--- config.mk ---
export PLATFORM = sky130hd
export DESIGN_NAME = crd_hold
export DESIGN_NICKNAME = d
export VERILOG_FILES = /design/src/rtl/crd_hold_pkg.sv /design/src/rtl/reg_fifo.sv /design/src/rtl/crd_hold.sv
export SDC_FILE = /design/constraint.sdc
export NUM_CORES = 1
export LEC_CHECK = 0
export ABC_CLOCK_PERIOD_IN_PS = 4150
export CORE_MARGIN = 5
export CORE_UTILIZATION = 56
export CTS_CLUSTER_DIAMETER = 100
export DETAILED_ROUTE_END_ITERATION = 8
export PLACE_DENSITY = 0.79
export SETUP_SLACK_MARGIN = 0.3
export SYNTH_ARGS = -nofsm -noshare
export SYNTH_HDL_FRONTEND = slang
export SYNTH_HIERARCHICAL = 1
export SYNTH_SLANG_ARGS = --single-unit
--- constraint.sdc ---
create_clock -name clk -period 4.15 [get_ports clk]
set_clock_uncertainty 0.2 [all_clocks]
set_input_delay 0.83 -clock clk [delete_from_list [all_inputs] [get_ports clk]]
set_output_delay 0.83 -clock clk [all_outputs]
set_load 0.05 [all_outputs]
--- src/rtl/crd_hold_pkg.sv ---
// Shared token format, FSM/rule encodings and token classifiers for crd_hold.
// Optional simulation assertions in crd_hold are enabled by CRD_HOLD_ASSERT_EN.
package crd_hold_pkg;

    localparam int TOK_W        = 17;
    localparam int TOK_CTRL_BIT = 16;

    typedef logic [TOK_W-1:0] token_t;

    localparam token_t TOK_DONE = 17'h10100;

    typedef enum logic [1:0] {
        START,
        PROCESS,
        DONE
    } hold_state_e;

    // Which processing rule fires this cycle; RULE_NONE means stall.
    typedef enum logic [2:0] {
        RULE_NONE,
        RULE_DROP_OUTER,
        RULE_PAIR,
        RULE_STOP,
        RULE_DONE,
        RULE_DRAIN
    } rule_e;

    function automatic logic is_data(token_t t);
        return !t[TOK_CTRL_BIT];
    endfunction

    function automatic logic is_stop(token_t t);
        return t[TOK_CTRL_BIT] && (t[15:8] == 8'h00);
    endfunction

    function automatic logic is_done(token_t t);
        return t == TOK_DONE;
    endfunction

endpackage

--- src/rtl/reg_fifo.sv ---
// Two-entry register FIFO for 17-bit tokens; a pop and a push in the same
// cycle are accepted even when full (pop-then-push).
module reg_fifo
    import crd_hold_pkg::*;
(
    input  logic        clk,
    input  logic        rst_n,
    input  logic        push,
    input  logic        pop,
    input  logic [16:0] wdata,
    output logic [16:0] rdata,
    output logic        full,
    output logic        empty
);

    token_t     mem [2];
    logic       wr_ptr;
    logic       rd_ptr;
    logic [1:0] count;
    logic       do_push;
    logic       do_pop;

    assign full    = (count == 2'd2);
    assign empty   = (count == 2'd0);
    assign do_pop  = pop & ~empty;
    assign do_push = push & (~full | do_pop);
    assign rdata   = mem[rd_ptr];

    always_ff @(posedge clk or negedge rst_n) begin
        if (!rst_n) begin
            // NOTE: storage is reset too, so the output data reads 0 out of reset.
            for (int i = 0; i < 2; i++) mem[i] <= '0;
            wr_ptr <= 1'b0;
            rd_ptr <= 1'b0;
            count  <= 2'd0;
        end else begin
            if (do_push) begin
                mem[wr_ptr] <= wdata;
                wr_ptr      <= ~wr_ptr;
            end
            if (do_pop) rd_ptr <= ~rd_ptr;
            count <= count + 2'(do_push) - 2'(do_pop);
        end
    end

endmodule

--- src/rtl/crd_hold.sv ---
// Coordinate hold: passes the inner stream through and repeats the current
// outer coordinate once per inner token. Assertions: define CRD_HOLD_ASSERT_EN.
module crd_hold
    import crd_hold_pkg::*;
(
    input  logic        clk,
    input  logic        rst_n,
    input  logic        clk_en,
    input  logic        tile_en,
    input  logic        cmrg_enable,
    input  logic [15:0] cmrg_stop_lvl,
    input  logic [16:0] cmrg_coord_in_0,
    input  logic        cmrg_coord_in_0_valid,
    output logic        cmrg_coord_in_0_ready,
    input  logic [16:0] cmrg_coord_in_1,
    input  logic        cmrg_coord_in_1_valid,
    output logic        cmrg_coord_in_1_ready,
    output logic [16:0] cmrg_coord_out_0,
    output logic        cmrg_coord_out_0_valid,
    input  logic        cmrg_coord_out_0_ready,
    output logic [16:0] cmrg_coord_out_1,
    output logic        cmrg_coord_out_1_valid,
    input  logic        cmrg_coord_out_1_ready
);

    logic        active;
    logic        stop_lvl_unused;
    token_t      in0_head, in1_head, out0_head, out1_head;
    token_t      out0_wdata, out1_wdata;
    logic        in0_full, in0_empty, in1_full, in1_empty;
    logic        out0_full, out0_empty, out1_full, out1_empty;
    logic        in0_push, in1_push, in0_pop, in1_pop;
    logic        out0_push, out1_push, out0_pop, out1_pop;
    logic        can_fire;
    hold_state_e state, state_nxt;
    rule_e       rule;

    assign active          = rst_n & tile_en & cmrg_enable & clk_en;
    assign stop_lvl_unused = ^cmrg_stop_lvl;

    assign cmrg_coord_in_0_ready = active & ~in0_full;
    assign cmrg_coord_in_1_ready = active & ~in1_full;
    assign in0_push = cmrg_coord_in_0_valid & cmrg_coord_in_0_ready;
    assign in1_push = cmrg_coord_in_1_valid & cmrg_coord_in_1_ready;

    assign cmrg_coord_out_0_valid = active & ~out0_empty;
    assign cmrg_coord_out_1_valid = active & ~out1_empty;
    assign out0_pop = cmrg_coord_out_0_valid & cmrg_coord_out_0_ready;
    assign out1_pop = cmrg_coord_out_1_valid & cmrg_coord_out_1_ready;
    assign cmrg_coord_out_0 = out0_head;
    assign cmrg_coord_out_1 = out1_head;

    reg_fifo u_in0 (
        .clk(clk), .rst_n(rst_n), .push(in0_push), .pop(in0_pop),
        .wdata(cmrg_coord_in_0), .rdata(in0_head), .full(in0_full), .empty(in0_empty)
    );
    reg_fifo u_in1 (
        .clk(clk), .rst_n(rst_n), .push(in1_push), .pop(in1_pop),
        .wdata(cmrg_coord_in_1), .rdata(in1_head), .full(in1_full), .empty(in1_empty)
    );
    reg_fifo u_out0 (
        .clk(clk), .rst_n(rst_n), .push(out0_push), .pop(out0_pop),
        .wdata(out0_wdata), .rdata(out0_head), .full(out0_full), .empty(out0_empty)
    );
    reg_fifo u_out1 (
        .clk(clk), .rst_n(rst_n), .push(out1_push), .pop(out1_pop),
        .wdata(out1_wdata), .rdata(out1_head), .full(out1_full), .empty(out1_empty)
    );

    always_ff @(posedge clk or negedge rst_n) begin
        if (!rst_n) begin
            state <= START;
        end else begin
            // NOTE: non-blocking so every flop samples pre-edge values.
            state <= state_nxt;
        end
    end

    always_comb begin
        // NOTE: defaults first so no path leaves a signal unassigned (no latches).
        rule       = RULE_NONE;
        state_nxt  = state;
        out0_push  = 1'b0;
        out1_push  = 1'b0;
        in0_pop    = 1'b0;
        in1_pop    = 1'b0;
        out0_wdata = in0_head;
        out1_wdata = in0_head;
        can_fire   = active && !out0_full && !out1_full && (state != DONE);

        // START also fires so a token reaches the output FIFO one edge after it lands.
        if (can_fire && !in1_empty && is_stop(in1_head)) begin
            rule = RULE_DROP_OUTER;
        end else if (can_fire && !in0_empty && !in1_empty) begin
            if (is_data(in0_head) && is_data(in1_head))      rule = RULE_PAIR;
            else if (is_stop(in0_head))                      rule = RULE_STOP;
            else if (is_done(in0_head) && is_done(in1_head)) rule = RULE_DONE;
            else if (is_done(in0_head) && is_data(in1_head)) rule = RULE_DRAIN;
        end

        case (rule)
            RULE_DROP_OUTER: in1_pop = 1'b1;
            RULE_PAIR: begin
                out0_push  = 1'b1;
                out1_push  = 1'b1;
                out1_wdata = in1_head;
                in0_pop    = 1'b1;
            end
            RULE_STOP, RULE_DONE: begin
                out0_push = 1'b1;
                out1_push = 1'b1;
                in0_pop   = 1'b1;
                in1_pop   = 1'b1;
            end
            RULE_DRAIN: in1_pop = 1'b1;
            default: ;
        endcase

        case (state)
            START: begin
                if (rule == RULE_DONE)                            state_nxt = DONE;
                else if (active && (!in0_empty || !in1_empty))    state_nxt = PROCESS;
            end
            PROCESS: if (rule == RULE_DONE) state_nxt = DONE;
            DONE:    if (active) state_nxt = START;
            default: state_nxt = START;
        endcase
    end

`ifdef CRD_HOLD_ASSERT_EN
    a_quiet_in_reset: assert property (@(posedge clk)
        !rst_n |-> !(cmrg_coord_out_0_valid || cmrg_coord_out_1_valid));
    a_push_pair: assert property (@(posedge clk) disable iff (!rst_n)
        out0_push == out1_push);
    a_done_no_stop: assert property (@(posedge clk) disable iff (!rst_n)
        (rule == RULE_DONE || rule == RULE_DRAIN) |-> !is_stop(in1_head));
    a_in0_stable: assert property (@(posedge clk) disable iff (!rst_n)
        (cmrg_coord_in_0_valid && !cmrg_coord_in_0_ready) |=> $stable(cmrg_coord_in_0));
    a_in1_stable: assert property (@(posedge clk) disable iff (!rst_n)
        (cmrg_coord_in_1_valid && !cmrg_coord_in_1_ready) |=> $stable(cmrg_coord_in_1));
`else
    // Assertions compiled out; the datapath and FSM above are unchanged.
`endif

endmodule

### After elaboration in Yosys (flattened, before gate mapping)

Cells that the tools add are included.

* $add $sub $neg: 8
* order comparisons: 12
* equality and inequality tests: 17
* mux-type cells: 38
* bitwise gates (word level): 47
* reduce and logical (&&, ||, !) cells: 34

Operators with widths (count)
* $mux 17: 17
* $bwmux 34: 4
* $demux 17 s1: 4
* $eq 17x17->1 const B: 2
* $and 1x1->1: 19
* $mux 3: 6
* $logic_and 1x1->1: 17
* $ge 2x2->1 const B: 8
* $logic_not 8->1: 2
* $not 1->1: 16
* $not 1->2: 8
* $eq 2x2->1 const B: 5
* $logic_not 2->1: 5
* $add 2x1->2: 4
* $lt 2x1->1 const B: 4
* $mux 2: 4
* $sub 2x1->2: 4
* $eq 3x2->1 const B: 2
* $eq 3x3->1 const B: 2
* $logic_not 1->1: 6
* $ne 2x2->1 const B: 3
* $pmux 2 s3: 1
* $or 1x1->1: 4
* $reduce_or 4->1: 1
* other kinds (7): 8

* flip-flop bits (word level): 154
* input bits: 59
* output and inout port bits: 38

### Depth between registers and ports, before layout

* depth after elaboration: 20
* mapped depth: 12
* gate-level depth less buffers: 10

### By module

Netlist, hierarchy kept.

By module, submodules not included
* reg_fifo: instances 4, cells each 112, area each 1783.0 um2, sequential area each 950.9 um2
* crd_hold: instances 1, cells each 63, area each 586.8 um2, sequential area each 50.0 um2

### Worst setup path after synthesis

Ideal clock, no wire load.

* path kind: flip-flop to flip-flop
* from: reg u_in0.rd_ptr
* to: reg u_out0/mem[17] (netlist bit)
* library setup time: 0.125 ns
* data arrival time: 3.389 ns
* required time: 3.825 ns
* setup slack: 0.436 ns
* cell stages (with the launch flop): 12
* path buffers: 3
* clock period less this slack: 3.714 ns
* cells stage by stage: dfrtp_1 -> buf_2 -> buf_2 -> mux2_2 -> or4_1 -> or2_1 -> nor3_2 -> o21a_1 -> inv_2 -> nor3_4 -> buf_8 -> mux2_4

* longest elaborated chain between the ends: 16
* elaborated cells between the ends (all ways): 24
* those cells by class: eq/ne: 4; mux: 11; bitwise: 2; reduce/logical: 7

RTL lines
* from (decl): line reg_fifo.sv:18 `logic rd_ptr;`
* from (signal assigned): line reg_fifo.sv:41 `if (do_pop) rd_ptr <= ~rd_ptr;`
* $not 1->2 (implied by the code) (*): line reg_fifo.sv:27 `assign rdata = mem[rd_ptr];`
* $mux 17 (implied by the code) (*) (3 in series): line reg_fifo.sv:27
* net in0_head[7]: line crd_hold.sv:28 `token_t in0_head, in1_head, out0_head, out1_head;`
* $eq 17x17->1 (*): line crd_hold_pkg.sv:37 `return t == TOK_DONE;`
* $logic_and 1x1->1: line crd_hold.sv:98 `else if (is_done(in0_head) && is_data(in1_head)) rule = RULE_DRAIN;`
* $mux 3: line crd_hold.sv:98
* $mux 3 (*): line crd_hold.sv:97 `else if (is_done(in0_head) && is_done(in1_head)) rule = RULE_DONE;`
* $mux 3 (*): line crd_hold.sv:96 `else if (is_stop(in0_head)) rule = RULE_STOP;`
* $mux 3 (*): line crd_hold.sv:95 `if (is_data(in0_head) && is_data(in1_head)) rule = RULE_PAIR;`
* $mux 3 (*): line crd_hold.sv:94 `end else if (can_fire && !in0_empty && !in1_empty) begin`
* $mux 3 (*): line crd_hold.sv:92 `if (can_fire && !in1_empty && is_stop(in1_head)) begin`
* $eq 3x3->1 or $eq 3x2->1 (tied branches)
* $reduce_or 3->1 (no source line) (*)
* $mux 1 (*)
* net in0_pop: line crd_hold.sv:32 `logic in0_push, in1_push, in0_pop, in1_pop;`
* $and 1x1->1 (*): line reg_fifo.sv:26 `assign do_push = push & (~full | do_pop);`
* to (signal, indexed assignment): line reg_fifo.sv:38 `mem[wr_ptr] <= wdata;`
* to (decl): line reg_fifo.sv:16 `token_t mem [2];`

Mark *: on every way through the listed nets, which the timed path passes. The rest lies on a longest branch. The select of a mux whose other input is x is not followed.
A chain may end at the register's enable or synchronous reset.

### Worst setup path in the final report

* from: reg u_in0.rd_ptr
* to: reg u_in1/mem[15] (netlist bit)

* longest elaborated chain between the ends: 18
* elaborated cells between the ends (all ways): 26
* those cells by class: eq/ne: 5; mux: 10; bitwise: 4; reduce/logical: 7

RTL lines
* $not 1->2 (implied by the code) (*): line reg_fifo.sv:27
* $mux 17 (implied by the code) (*) (3 in series): line reg_fifo.sv:27
* net in0_head[5]: line crd_hold.sv:28
* $eq 17x17->1 (*): line crd_hold_pkg.sv:37
* $logic_and 1x1->1: line crd_hold.sv:98
* $mux 3: line crd_hold.sv:98
* $mux 3 (*): line crd_hold.sv:97
* $mux 3 (*): line crd_hold.sv:96
* [2 not listed]
* $mux 3 (*): line crd_hold.sv:92
* $eq 3x3->1 (tied with other cells): line crd_hold.sv:101 `case (rule)`
* $reduce_or 4->1 (no source line) (*)
* $mux 1 (*): line crd_hold.sv:101
* net in1_pop: line crd_hold.sv:32
* $and 1x1->1 (*): line reg_fifo.sv:25 `assign do_pop = pop & ~empty;`
* $or 1x1->1 (*): line reg_fifo.sv:26
* $and 1x1->1 (*): line reg_fifo.sv:26
* to (signal, indexed assignment): line reg_fifo.sv:38
* to (decl): line reg_fifo.sv:16

Marks and branches as above.

==> results.tsv <==
stage	metric	value	unit
routing	drtPass1Iterations	6	
clock_network	clk_latency	0.42	ns
synthesis	yosys.area_share.simple	0.0772	
clock_network	htree_num_levels	4	
critical_path	cp.required	4.25	ns
synthesis	synth_top_area_frac	0.499	
clock_network	postCtsSetupRepairBufs	0	
timing	tns	0	ns
floorplan	fp.dieH	127	um
power_and_ir_drop	p_per_area	667	nW/um^2
synthesis	synth_common_cells	dfrtp_1 (154), mux2_2 (134), mux2_4 (86)	
final_layout	nets	670	
critical_path	crit_family	simple AND/OR/NAND/NOR gates	
synthesis	syn_avg_cell_area	15.1	um^2
critical_path	crit_end	u_in1/mem[15]	
synthesis	synthMuxAreaShare	0.363	
synthesis	synthArstFlopShare	1.00	
place	placed_cell_area	8710	um^2
place	io_buffers	80	
critical_path	cp_max_fo	10	
routing	num_vias	4470	
critical_path	crit_path_start_kind	flop	
critical_path	crit_cells	9	
synthesis	yosys-top-cells-area	dfrtp_1 (50%), mux2_2 (20%), mux2_4 (17%)	
timing	rsz0062_at_grt	no	
floorplan	die_area	16200	um^2
critical_path	cp-end-kind	flop	
timing	slew_viol_final	0	
critical_path	r2r_start	u_in0/rd_ptr	
clock_network	ctsLongestPathBuffers	2	
clock_network	root_buffer	clkbuf_16	
synthesis	synthDistinctLibCells	42	
flow_run	cap_violations	0	
synthesis	synthAdderAreaFrac	0.00648	
status	status	complete, no violations	
timing	fin_crit_sh	0.875	
synthesis	syn_inst	511	
clock_network	cts_tree	done	
power_and_ir_drop	peakVddDrop	345	uV
synthesis	synth-edff-count	0	
synthesis	ys_seq_area_frac	0.499	
critical_path	cp_slowest_cell	or4_1	
timing	max_freq	275	MHz
critical_path	critPathBufInv	1	
critical_path	timing.rr.end	u_in1/mem[15]	
global_route	grt_pass1_vias	4981	
synthesis	synth_top_family_by_area	multiplexers	
routing	vias_per_cell	5.59	
floorplan	core	13700	um^2
final_layout	antenna_cells	0	
critical_path	rr_worst_depth	9	
clock_network	cts_sinks	154	
routing	ant_nets	0	
clock_network	cts_made_buffers	17	
synthesis	synth.most_common_cell	dfrtp_1	
final_layout	area_growth_syn_to_layout	20.5	%
synthesis	synth_fp_nets	574	
global_route	grtUsageTotal	0.208	
routing	wl_per_cell	20.2	um
global_route	grt_pass1_wl	26400	um
synthesis	synth_flop_cell	dfrtp_1	
synthesis	synth.largest_area_cell	dfrtp_1	
final_layout	drive_above_1_share	0.484	
power_and_ir_drop	leakage	4.24	nW
global_route	grt_overflow	0	
synthesis	synth-xor-area-share	0.00908	
clock_network	holdBufCountCts	0	
floorplan	die_w	127	um
place	hpwl	11000	um
routing	remaining_drc_errors	0	
global_route	grt_max_degree	79	
global_route	antenna_found_initial	0	
routing	totalWireLength	16100	um
floorplan	io_pins	97	
power_and_ir_drop	finalPower	6.21	mW
final_layout	final_area	9300	um^2
critical_path	path_class	flop to flop	
timing	period_needed	3.63	ns
synthesis	synth-compound-area-share	0.0220	
critical_path	slowest_delay	0.57	ns
synthesis	synth_seq_cells	154	
floorplan	row_count	43	
clock_network	clkTransAtPathRegs	0.06	ns
timing	setup_violations	0	
worst_hold_path	hp-class	input pin to async pin	
timing	max_slew.worst_pin.slew	0.971	ns
place	place.gp.congestion	0.831	
synthesis	yosysWarnings	6	
timing	max_slew_margin	0.353	
routing	drt_iter0_markers	203	
critical_path	critPathArrivalTime	3.74	ns
final_layout	fillerInstances	971	
critical_path	crit_chain	mux2_2 > or4_1 > or2_1 > o31ai_1 > a31o_1 > nor3b_4 > nor2_4 > buf_12 > mux2_4	
timing	finalHoldViolCount	0	
critical_path	rrSetupSlack	0.52	ns
critical_path	crit_path_start	u_in0/rd_ptr	
synthesis	syn-cell-area	7720	um^2
floorplan	initial_core_util	0.563	
## worst register-to-register path: cells and delay by family, from the launching register on
family,cells,cell delay (ns)
compound gates,2,0.57
simple gates,4,1.29
flops,1,0.51
mux,2,0.75
buf+inv,1,0.20
## placed cells by master (no fill, tap or decap), types with 2 or more instances in the layout
cell type,Yosys,final
and2_1,5,5
mux2_4,86,86
nand2_1,5,5
and4bb_2,4,4
nand2b_1,8,8
nor3_1,2,2
o21ai_0,17,17
nor3_4,4,4
clkinv_2,0,5
nor4_1,4,3
buf_12,0,2
inv_2,4,4
mux2_2,134,134
buf_4,0,17
ha_1,4,4
clkbuf_16,0,17
or4_1,3,3
clkbuf_8,0,6
clkbuf_1,1,2
nor3b_4,4,4
nor2b_1,9,9
xnor2_1,8,8
a21oi_1,5,5
dfrtp_1,154,153
nor2_1,11,11
nor2_4,4,4
clkdlybuf4s50_1,0,75
## report_power, final
| group | leakage, nW | total [mW] | internal, mW | switching, mW |
|---|---|---|---|---|
| clock | 0.289 | 1.50 | 0.916 | 0.589 |
| combinational | 1.90 | 2.38 | 1.20 | 1.18 |
| sequential | 2.06 | 2.32 | 1.98 | 0.347 |
| total | 4.24 | 6.21 | 4.09 | 2.12 |
## through the flow
stage / cells / setup slack (ns) / hold WS [ns] / util
floorplan: 511 / 0.436 / 0.219 / -
global placement: 768 / 0.323 / 0.229 / 0.635
detailed placement: 768 / 0.247 / 0.252 / 0.635
CTS: 800 / 0.428 / 0.0286 / 0.677
global route: 800 / 0.413 / 0.0407 / 0.678
finish: 800 / 0.518 / 0.0370 / 0.678
## kinds of logic (layout without fill, tap and decap cells)
family                     after synthesis  count (layout)
AOI/OAI and AO/OA                       29              29
xor gates and xnor gates                 8               8
adders and majority gates                4               4
buffers and inverters                   23             132
DFF                                    154             154
muxes                                  220             220
and+or+nand+nor                         73              73
## worst min-delay path by stage
stage | from | end
floorplan | state[1] | state[0]
global placement | state[1] | state[0]
detailed placement | state[1] | state[0]
CTS | rst_n | u_in0/mem[7]
global route | rst_n | u_in0/mem[32]
finish | rst_n | u_in0/mem[7]
## sequential cells by signal, summed over array words and instances, names as in the netlist
name	cells
u_out1/mem	34
u_out1/rd_ptr	1
u_in1/mem	34
u_in1/count	2
state	2
u_in1/rd_ptr	1
u_in0/rd_ptr	1
u_out1/count	2
u_in0/mem	34
u_out0/count	2
u_out0/mem	34
u_in0/wr_ptr	1
u_in1/wr_ptr	1
u_in0/count	2
u_out1/wr_ptr	1
u_out0/wr_ptr	1
u_out0/rd_ptr	1
## layer usage
layer,global-route usage,share of wire,vias up
li1,-,-,2043
met1,0.266,0.44,2298
met2,0.351,0.51,103
met3,0.0485,0.037,26
met4,0.0681,0.019,0
met5,0,0,-
## layout make-up
class	instances	area, um^2	share of cell area
Timing Repair Buffer	95	930	0.100
Sequential cell	154	3850	0.415
Tap cell	180	225	0.0242
Clock buffer	25	515	0.0554
Inverter	5	18.8	0.00202
Clock inverter	7	62.6	0.00673
Multi-Input combinational cell	334	3690	0.397
## timing repair
action | CTS | global route
endpoints found under the hold margin | 0 | 0
endpoints found under the setup margin | 8 | 20
resized for setup | 1 | 2
Power figures use the tool's default switching activity.
